<file path="src/rtl/word_splitter.sv">
// Serialises one beat of NUM packed BITS-wide words into NUM output beats, word 0 first.
// Holds the input beat in a buffer so back-to-back beats stream without a bubble.
module word_splitter #(
  parameter  int BITS = 16,
  parameter  int NUM  = 4,
  localparam int IDXW = (NUM > 1) ? $clog2(NUM) : 1
) (
  input  logic                 clk,
  input  logic                 resetn,
  input  logic                 valid,
  output logic                 in_ready,
  input  logic [BITS*NUM-1:0]  i,
  output logic [BITS-1:0]      o,
  output logic                 valid_out,
  input  logic                 ready,
  output logic [IDXW-1:0]      idx,
  output logic                 last,
  output logic                 dbg_send
);

  // Handshake: a beat moves on an edge where its valid and ready are both high;
  // in_ready is a function of state, last and ready only, never of valid.
  typedef enum logic {IDLE, SEND} state_t;

  state_t                state, state_n;
  logic [BITS*NUM-1:0]   buffer;
  logic [BITS-1:0]       o_n, word_next;
  logic [IDXW-1:0]       idx_n, idx_inc;
  logic                  last_n, valid_out_n, load, accept, xfer;

  assign in_ready = resetn & ((state == IDLE) | ((state == SEND) & last & ready));
  assign accept   = valid & in_ready;
  assign xfer     = valid_out & ready;
  assign idx_inc  = idx + 1'b1;
  assign dbg_send = (state == SEND);

  // idx_inc only selects a word while last is low, so it stays within 1..NUM-1.
  always_comb begin
    word_next = '0;
    for (int k = 0; k < NUM; k++) begin
      if (idx_inc == IDXW'(k)) word_next = buffer[k*BITS +: BITS];
    end
  end

  always_comb begin
    state_n     = state;
    o_n         = o;
    idx_n       = idx;
    last_n      = last;
    valid_out_n = valid_out;
    load        = 1'b0;
    case (state)
      IDLE: begin
        if (accept) begin
          load        = 1'b1;
          o_n         = i[BITS-1:0];
          idx_n       = '0;
          last_n      = (NUM == 1);
          valid_out_n = 1'b1;
          state_n     = SEND;
        end
      end
      SEND: begin
        if (xfer && !last) begin
          idx_n  = idx_inc;
          o_n    = word_next;
          last_n = (idx_inc == IDXW'(NUM - 1));
        end else if (xfer && accept) begin
          // Final word leaves while the next beat is taken: reload with no gap.
          load        = 1'b1;
          o_n         = i[BITS-1:0];
          idx_n       = '0;
          last_n      = (NUM == 1);
          valid_out_n = 1'b1;
        end else if (xfer) begin
          valid_out_n = 1'b0;
          idx_n       = '0;
          last_n      = 1'b0;
          state_n     = IDLE;
        end
      end
      default: state_n = IDLE;
    endcase
  end

  always_ff @(posedge clk or negedge resetn) begin
    if (!resetn) begin
      state     <= IDLE;
      buffer    <= '0;
      o         <= '0;
      idx       <= '0;
      last      <= 1'b0;
      valid_out <= 1'b0;
    end else begin
      state     <= state_n;
      o         <= o_n;
      idx       <= idx_n;
      last      <= last_n;
      valid_out <= valid_out_n;
      if (load) buffer <= i;
    end
  end

endmodule

</file>
<file path="config.mk">
export PLATFORM = sky130hd
export DESIGN_NAME = word_splitter
export DESIGN_NICKNAME = d
export VERILOG_FILES = /design/src/rtl/word_splitter.sv
export SDC_FILE = /design/constraint.sdc
export NUM_CORES = 1
export LEC_CHECK = 0
export ABC_CLOCK_PERIOD_IN_PS = 2220
export CAP_MARGIN = 20
export CORE_AREA = 4 4 97 99
export CTS_CLUSTER_SIZE = 16
export DETAILED_ROUTE_END_ITERATION = 6
export DIE_AREA = 0 0 101 103
export PLACE_DENSITY_LB_ADDON = 0.15
export SLEW_MARGIN = 20
export SYNTH_ARGS = -nofsm -noshare
export SYNTH_HDL_FRONTEND = slang
export SYNTH_SLANG_ARGS = --single-unit
</file>
<file path="constraint.sdc">
create_clock -name clk -period 2.22 [get_ports clk]
set_clock_uncertainty 0.15 [all_clocks]
set_input_delay 0.222 -clock clk [delete_from_list [all_inputs] [get_ports clk]]
set_output_delay 0.222 -clock clk [all_outputs]
set_load 0.03 [all_outputs]
</file>
# [Yosys cells after proc, flatten, opt, wreduce, memory -nomap -nowiden]
# Index checks and enable logic that the tools add are counted.
[word_totals] regBits=85 wordCells=59 in_bits=68
[op_classes] addsub=1 n_reduce_logical=7 n_mux=30 bitwise=7 n_eq_ne=8
[op_table] cell="$mux W16" count=7
[op_table] cell="$pmux W16 S2" count=1
[op_table] cell="$mux W1" count=13
[op_table] cell="$mux W2" count=4
[op_table] cell="$pmux W1 S2" count=4
[op_table] cell="$ne A3 B1 Y1 const B" count=2
[op_table] cell="$and A1 B1 Y1" count=5
[op_table] cell="$eq A2 B2 Y1 const B" count=2
[op_table] cell="$ne A2 B2 Y1 const B" count=2
[op_table] cell="$ne A4 B1 Y1 const B" count=1
[op_table] cell="$pmux W2 S2" count=1
[op_table] cell="$reduce_and A2 Y1" count=2
[op_table] cell="$reduce_and A3 Y1" count=1
[op_table] cell="$add A2 B1 Y2 const B" count=1
[op_table] cell="$eq A2 B1 Y1 const B" count=1
[op_table] cell="$logic_and A1 B1 Y1" count=2
[op_table] cell="$logic_not A2 Y1" count=1
[op_table] cell="$logic_not A1 Y1" count=1
[op_table] cell="$not A1 Y1" count=1
[op_table] cell="$or A1 B1 Y1" count=1

# [Logic depth before layout (Yosys ltp)]
# Gate-level depths: netlist of the first run.
[logic_depth] ltp_word=9 depth_mapped=8 mapped_depth_nobuf=6

# [Least setup slack after synthesis of the first run]
# Ideal clock, no wire load.
[synth_path] path_kind="reg2reg" startpoint="reg idx[0]" endpoint="reg o[2]" n_path_buf=2 t_required_ps=1944 stages_incl_launch_ff=9 setup_slack_ps=57 arrival_time_ps=1887 period_less_slack_ps=2163 cell_sequence="dfrtp_1 -> inv_1 -> ha_1 -> or2_1 -> buf_6 -> buf_6 -> a221oi_1 -> nor3_1 -> a221o_1"
[synth_via] elab_chain_cells=8 elab_cells_between_ends=11 cone_classes="add/sub (1); eq/ne (3); mux (6); reduce/logical (1)"
[synth_lines] item="start, declared" line="16" rtl="output logic [IDXW-1:0] idx,"
[synth_lines] item="start signal, assigned" line="97" rtl="idx <= idx_n;"
[synth_lines] item="$add A2 B1 Y2 (*)" line="34" rtl="assign idx_inc = idx + 1'b1;"
[synth_lines] item="$logic_not A2 Y1" line="41" rtl="if (idx_inc == IDXW'(k)) word_next = buffer[k*BITS +: BITS];"
[synth_lines] item="$mux W16 (3 in series)" line="41"
[synth_lines] item="$mux W16 (*)" line="41"
[synth_lines] item="$mux W16 (*)" line="64" rtl="if (xfer && !last) begin"
[synth_lines] item="$pmux W16 S2 (*)" line="52" rtl="case (state)"
[synth_lines] item="end signal, assigned" line="96" rtl="o <= o_n;"
[synth_lines] item="end, declared" line="13" rtl="output logic [BITS-1:0] o,"
# Mark *: on every way between the ends. The rest lies on a longest branch, timed or not.
# A chain may end at the register's enable or synchronous reset.

# [Worst setup path after layout of the first run]
[layout_path] startpoint="reg idx[0]" endpoint="reg o[12]"
# Same word-level chain as after synthesis.

==> results of run 1 <==
Yosys cell counts, types with 2 or more instances:
cell | instances | area, sq um
o22ai_1 | 15 | 93.8
nor3_1 | 15 | 75.1
nor2_1 | 3 | 11.3
a221o_1 | 16 | 160
a221oi_2 | 7 | 105
or2_1 | 2 | 12.5
ha_1 | 4 | 50.1
mux2_2 | 56 | 631
buf_4 | 3 | 22.5
dfrtp_1 | 85 | 2130
mux2_1 | 9 | 101
inv_1 | 3 | 11.3
nand2_1 | 5 | 18.8
a221oi_1 | 8 | 70.1
buf_2 | 4 | 20.0
nand3_1 | 2 | 10.0
a22o_1 | 3 | 26.3
buf_6 | 9 | 101
clkbuf_1 | 3 | 11.3
nand2b_1 | 2 | 12.5
state kept, by name, summed over array words and instances (netlist names):
register and flops:
buffer 64, o 16, idx 2, dbg_send 1, last 1, valid_out 1
report_power, final:
part | internal (mW) | switching [mW] | leakage [nW] | total (mW)
combinational | 1.49 | 1.34 | 0.949 | 2.83
clock | 0.509 | 0.527 | 0.0919 | 1.04
sequential | 2.26 | 0.452 | 1.05 | 2.71
per-layer routing:
| layer | up-vias | part of all wire [%] | routed length (um) |
|---|---|---|---|
| met2 | 67 | 45 | 3840 |
| met5 | - | 0 | 0 |
| li1 | 1194 | - | - |
| met4 | 0 | 0.94 | 80 |
| met3 | 8 | 6.0 | 506 |
| met1 | 1279 | 48 | 4040 |
worst reg2reg max path: cells and delay by family (launching register included):
kind                       cells  cell delay [ns]
and+or+nand+nor                2             0.35
DFF                            1             0.41
AOI/OAI and AO/OA              2             0.52
adders and majority gates      1             0.26
buffers and inverters          2             0.24
cells by family after synthesis:
| group | after synthesis | synth area share [%] |
|---|---|---|
| simple gates | 32 | 4.34 |
| buf+inv | 22 | 4.44 |
| mux | 65 | 19.5 |
| compound gates | 56 | 13.6 |
| flops | 85 | 56.7 |
| fa+ha+maj | 4 | 1.33 |
stage by stage:
stage               total power [mW]  instance area (sq um)  hold slack (ns)
floorplan                       4.53                   3750           -0.224
global placement                5.48                   4740            0.317
detailed placement              5.56                   4740            0.324
CTS                             6.59                   4920           0.0647
global route                    7.00                   4960            0.319
finish                          6.58                   4960            0.322
cell type report:
| class | instances | area, sq um |
|---|---|---|
| Timing Repair Buffer | 101 | 1050 |
| Multi-Input combinational cell | 157 | 1460 |
| Clock buffer | 10 | 128 |
| Fill cell | 729 | 3590 |
| Clock inverter | 5 | 52.6 |
| Tap cell | 108 | 135 |
| Inverter | 3 | 15.0 |
| Sequential cell | 85 | 2130 |
repair_timing:
item                                   CTS  global route
hold buffers                             0             1
setup endpoints to repair                0             4
resized for setup                        0             3
buffers inserted                         0             1
endpoints found under the hold margin    0            85
path summary, 6_finish.rpt:
check | cells after the start | from | to | slack, ns
setup / recovery | 7 | idx[0]$_DFFE_PN0P_ | o[12]$_DFFE_PN0P_ | 0.17
hold / removal | 2 | i[30] | buffer[30]$_DFFE_PN0P_ | 0.32
setup reg to reg | 7 | idx[0]$_DFFE_PN0P_ | o[12]$_DFFE_PN0P_ | 0.17
hold reg to reg | 1 | buffer[49]$_DFFE_PN0P_ | buffer[49]$_DFFE_PN0P_ | 0.34
max in group asynchronous | 3 | resetn | buffer[33]$_DFFE_PN0P_ | 0.96
min in group asynchronous | 3 | resetn | buffer[45]$_DFFE_PN0P_ | 0.41
==> flow_metrics.env, run 1 <==
export IMPL_outcome="complete, no violations"
export IMPL_grt_pass1_vias=2598
export IMPL_vias_per_cell=5.43
export IMPL_ys_seq_area_share_pct=56.7
export IMPL_hold_viol_final=0
export IMPL_gr_usage_all_layers_pct=16.8
export IMPL_diodes=0
export IMPL_syn_nets=336
export IMPL_layout_nets=429
export IMPL_cts_tree="yes"
export IMPL_use_met1_pct=24.5
export IMPL_syn_avg_cell_area_sq_um=14.2
export IMPL_grt_max_degree=86
export IMPL_async_reset_ff_share_pct=100
export IMPL_dr_pass1_iters=4
export IMPL_worstSetupPathType="flop to flop"
export IMPL_dr_total_vias=2548
export IMPL_peakVddDrop_mv=0.596
export IMPL_antenna_found_initial=0
export IMPL_post_dp_hpwl_mm=5.77
export IMPL_placeableCoreArea_sq_mm=0.00855
export IMPL_fin_cells=469
export IMPL_htree_levels=3
export IMPL_setup_violations=0
export IMPL_clk_latency_ns=0.34
export IMPL_ys_seq_elements=85
export IMPL_rsz0062_at_grt="false"
export IMPL_ys_warn_count=0
export IMPL_drv_cap=0
export IMPL_timing_final_ws_setup_ns=0.174
export IMPL_cp_slowest_cell="dfrtp_2"
export IMPL_yosysUniqueCellTypes=30
export IMPL_maxSlewHeadroom_pct=48.9
export IMPL_crit_path_start_kind="flop"
export IMPL_antenna_left=0
export IMPL_die_y_um=103
export IMPL_dp_cells=452
export IMPL_finalCritPeriodShare_pct=92.2
export IMPL_drc_errors=0
export IMPL_gp_congestion=0.719
export IMPL_globalRouteMet2Util_pct=24.8
export IMPL_met3_usage_pct=3.65
export IMPL_io_buffers=89
export IMPL_synth_flop_cell="dfrtp_1"
export IMPL_slew_viol_final=0
export IMPL_cts_sinks=85
export IMPL_cpPeakStageDelay_ns=0.41
export IMPL_grt_overflow_total=0
export IMPL_die_area_sq_mm=0.0104
export IMPL_worstPathCellList="inv_1 > ha_1 > or2_1 > buf_12 > a221oi_1 > nor3_1 > a221o_1"
export IMPL_p_leak_nw=2.10
export IMPL_drt_iter0_drc=146
export IMPL_min_period_ns=2.05
export IMPL_fmax_ghz=0.489
export IMPL_row_count=34
export IMPL_die_w_um=101
export IMPL_place_ws_ns=0.0699
export IMPL_critPathCaptureType="flop"
export IMPL_mostFrequentLayoutCells="clkdlybuf4s50_1, dfrtp_1, mux2_2"
export IMPL_min_path_type="primary input to flop"
export IMPL_wl_mm=8.47
export IMPL_final_common_cell="clkdlybuf4s50_1"
export IMPL_cts_buffer_depth=2
export IMPL_syn_inst=264
export IMPL_worst_slew_pin_slew_ns=0.767
export IMPL_grt_pass1_wl_mm=13.4
export IMPL_busiest_layer="met2"
export IMPL_syn2layout_area_growth_pct=32.4
export IMPL_clk_pin_slew_worst_paths_ns=0.08
export IMPL_critical_path_arrival_ns=2.12
export IMPL_wl_per_cell_um=18.1
export IMPL_worstPathRequired_ns=2.30
export IMPL_setup_tns_ns=0
export IMPL_critPathTopFamily="compound AO/OA/AOI/OAI gates"
export IMPL_root_buffer="clkbuf_8"
export IMPL_powerDensity_mw_per_mm2=1330
export IMPL_syn_area_sq_mm=0.00375
export IMPL_start_util_pct=43.9
export IMPL_cp_max_fo=16
export IMPL_synth_edf_count=0
export IMPL_drive_gt1_share_pct=25.8
export IMPL_utilization_pct=58.1
export IMPL_numCtsBuffers=9
export IMPL_io_pins=90
export IMPL_cp_num_buf_inv=2
Note: power is estimated with default switching activity, not from simulation.
==> inputs of run 2 (changes only) <==
--- a/config.mk
+++ b/config.mk
@@ -6,7 +6,6 @@
 export NUM_CORES = 1
 export LEC_CHECK = 0
 export ABC_CLOCK_PERIOD_IN_PS = 2220
-export CAP_MARGIN = 20
 export CORE_AREA = 4 4 97 99
 export CTS_CLUSTER_SIZE = 16
 export DETAILED_ROUTE_END_ITERATION = 6
==> results of run 2 <==
The final DEF is identical to that of run 1; final timing and power are the same.
==> inputs of run 3 (changes only) <==
==> config.mk (replaced) <==
export PLATFORM = sky130hd
export DESIGN_NAME = word_splitter
export DESIGN_NICKNAME = d
export VERILOG_FILES = /design/src/rtl/word_splitter.sv
export SDC_FILE = /design/constraint.sdc
export NUM_CORES = 1
export LEC_CHECK = 0
export ABC_CLOCK_PERIOD_IN_PS = 1850
export CORE_AREA = 4 4 105 107
export CTS_CLUSTER_SIZE = 16
export DETAILED_ROUTE_END_ITERATION = 6
export DIE_AREA = 0 0 109 111
export PLACE_DENSITY_LB_ADDON = 0.15
export SLEW_MARGIN = 20
export SYNTH_ARGS = -nofsm -noshare
export SYNTH_HDL_FRONTEND = slang
export SYNTH_SLANG_ARGS = --single-unit
export TNS_END_PERCENT = 50
==> constraint.sdc (replaced) <==
create_clock -name clk -period 1.85 [get_ports clk]
set_clock_uncertainty 0.15 [all_clocks]
set_input_delay 0.185 -clock clk [delete_from_list [all_inputs] [get_ports clk]]
set_output_delay 0.185 -clock clk [all_outputs]
set_load 0.03 [all_outputs]
==> flow_metrics.env, run 3 (same netlist as run 1, synthesis figures left out) <==
export IMPL_antenna_found_initial=0
export IMPL_critical_path_arrival_ns=1.93
export IMPL_setup_tns_ns=-0.000112
export IMPL_worstPathCellList="inv_2 > ha_4 > or2_4 > buf_6 > a221oi_2 > nor3_1 > a221o_1"
export IMPL_cp_max_fo=7
export IMPL_outcome="complete, but fails checks"
export IMPL_htree_levels=3
export IMPL_dr_total_vias=2631
export IMPL_drv_cap=0
export IMPL_reg2reg_to="o[3]$_DFFE_PN0P_"
export IMPL_gr_usage_all_layers_pct=15.3
export IMPL_io_buffers=89
export IMPL_worstPathRequired_ns=1.93
export IMPL_io_pins=90
export IMPL_cts_buffer_depth=2
export IMPL_syn2layout_area_growth_pct=42.2
export IMPL_fmax_ghz=0.541
export IMPL_ff2ff_setup_slack_ns=-0.0001
export IMPL_layout_nets=443
export IMPL_numCtsBuffers=9
export IMPL_crit_path_start_kind="flop"
export IMPL_worstRegToRegCells=7
export IMPL_row_count=37
export IMPL_clk_latency_ns=0.34
export IMPL_pwr_share_clk_pct=17.2
export IMPL_regMostFlops="buffer"
export IMPL_hold_viol_final=42
export IMPL_power_switching_mw=3.14
export IMPL_peakVddDrop_mv=0.579
export IMPL_finalCritPeriodShare_pct=100
export IMPL_cpPeakStageDelay_ns=0.42
export IMPL_post_dp_hpwl_mm=6.49
export IMPL_internal_power_mw=5.63
export IMPL_powerDensity_mw_per_mm2=1640
export IMPL_swShare_pct=35.8
export IMPL_timing_final_ws_setup_ns=-0.000112
export IMPL_drive_gt1_share_pct=37.0
export IMPL_setup_violations=1
export IMPL_wl_per_cell_um=17.7
export IMPL_hold_ws_ns=-0.226
export IMPL_min_path_type="primary input to async pin"
export IMPL_rsz0062_at_grt="true"
export IMPL_maxSlewHeadroom_pct=62.9
export IMPL_cp_num_buf_inv=2
export IMPL_gp_congestion=0.794
export IMPL_mostFrequentLayoutCells="clkdlybuf4s50_1, dfrtp_1, mux2_2"
export IMPL_cp_slowest_cell="dfrtp_2"
export IMPL_die_w_um=109
export IMPL_clk_pin_slew_worst_paths_ns=0.09
export IMPL_critPathCaptureType="flop"
export IMPL_start_util_pct=37.0
export IMPL_critPathTopFamily="compound AO/OA/AOI/OAI gates"
export IMPL_grt_pass1_wl_mm=14.5
export IMPL_vias_per_cell=5.14
export IMPL_power_frac_seq_pct=38.0
export IMPL_violations="hold timing, setup timing"
export IMPL_root_buffer="clkbuf_8"
export IMPL_p_leak_nw=2.21
export IMPL_die_y_um=111
export IMPL_cts_sinks=85
export IMPL_slew_viol_final=0
export IMPL_grt_pass1_vias=2771
export IMPL_r2r_start="idx[1]$_DFFE_PN0P_"
export IMPL_die_area_sq_mm=0.0121
export IMPL_diodes=0
export IMPL_top_regs="buffer x64, o x16, idx x2"
export IMPL_grt_overflow_total=0
export IMPL_antenna_left=0
export IMPL_largest_reg_flops=64
export IMPL_cp_depth=7
export IMPL_combPwrFrac_pct=44.9
export IMPL_drt_iter0_drc=130
export IMPL_worst_slew_pin_slew_ns=0.556
export IMPL_cts_tree="yes"
export IMPL_placeableCoreArea_sq_mm=0.0101
export IMPL_wl_mm=9.09
export IMPL_final_common_cell="clkdlybuf4s50_1"
export IMPL_dr_pass1_iters=4
export IMPL_min_period_ns=1.85
export IMPL_worstSetupPathType="flop to flop"
export IMPL_grt_max_degree=49
export IMPL_drc_errors=0
## run 3: worst max path at each step
stage	from	to	slack, ns
floorplan	idx[0]$_DFFE_PN0P_	o[15]$_DFFE_PN0P_	-0.09
CTS	idx[0]$_DFFE_PN0P_	o[9]$_DFFE_PN0P_	-0.01
detailed placement	idx[0]$_DFFE_PN0P_	o[11]$_DFFE_PN0P_	-0.31
finish	idx[1]$_DFFE_PN0P_	o[3]$_DFFE_PN0P_	-0.0001
global placement	idx[0]$_DFFE_PN0P_	o[14]$_DFFE_PN0P_	-0.20
global route	idx[1]$_DFFE_PN0P_	o[11]$_DFFE_PN0P_	-0.08
## run 3: layout make-up
| cell class | instances | area [sq um] |
|---|---|---|
| Fill cell | 887 | 4810 |
| Sequential cell | 85 | 2130 |
| Multi-Input combinational cell | 157 | 1620 |
| Timing Repair Buffer | 115 | 1160 |
| Tap cell | 136 | 170 |
| Clock buffer | 10 | 138 |
| Clock inverter | 6 | 93.8 |
| Inverter | 3 | 11.3 |
## run 3: metrics by stage
step                      cells  worst slack (ns)  total power [mW]  instance area (sq um)  util (%)
after floorplan             264           -0.0935              5.53                   3790         -
after global placement      494            -0.201              6.77                   4910      48.4
after detailed placement    494            -0.309              6.87                   4910      48.4
after CTS                   512           -0.0108              8.62                   5240      51.7
after global routing        512           -0.0845              9.29                   5330      52.6
final                       512         -0.000112              8.76                   5330      52.6
## run 3: repair_timing
item / in CTS / in global routing
endpoints found under the setup margin: 20 / 17
setup buffers: 2 / 0
gates resized for setup: 17 / 15
endpoints found under the hold margin: 42 / 42
pin swaps: 0 / 2
## run 3: power by group through the flow
stage          Clock (mW)  Combinational (mW)  Sequential [mW]
2_1_floorplan           0                2.06             3.47
3_3_place_gp            0                3.51             3.26
3_5_place_dp            0                3.58             3.29
4_1_cts              1.54                3.78             3.29
5_1_grt              1.62                4.22             3.45
6_report             1.51                3.93             3.33
## run 3: layer usage
metal | track usage (%) | part of all wire (%)
met3 | 2.10 | 4.0
met4 | 5.64 | 1.8
met1 | 22.6 | 47
met2 | 22.8 | 47
met5 | 0 | 0
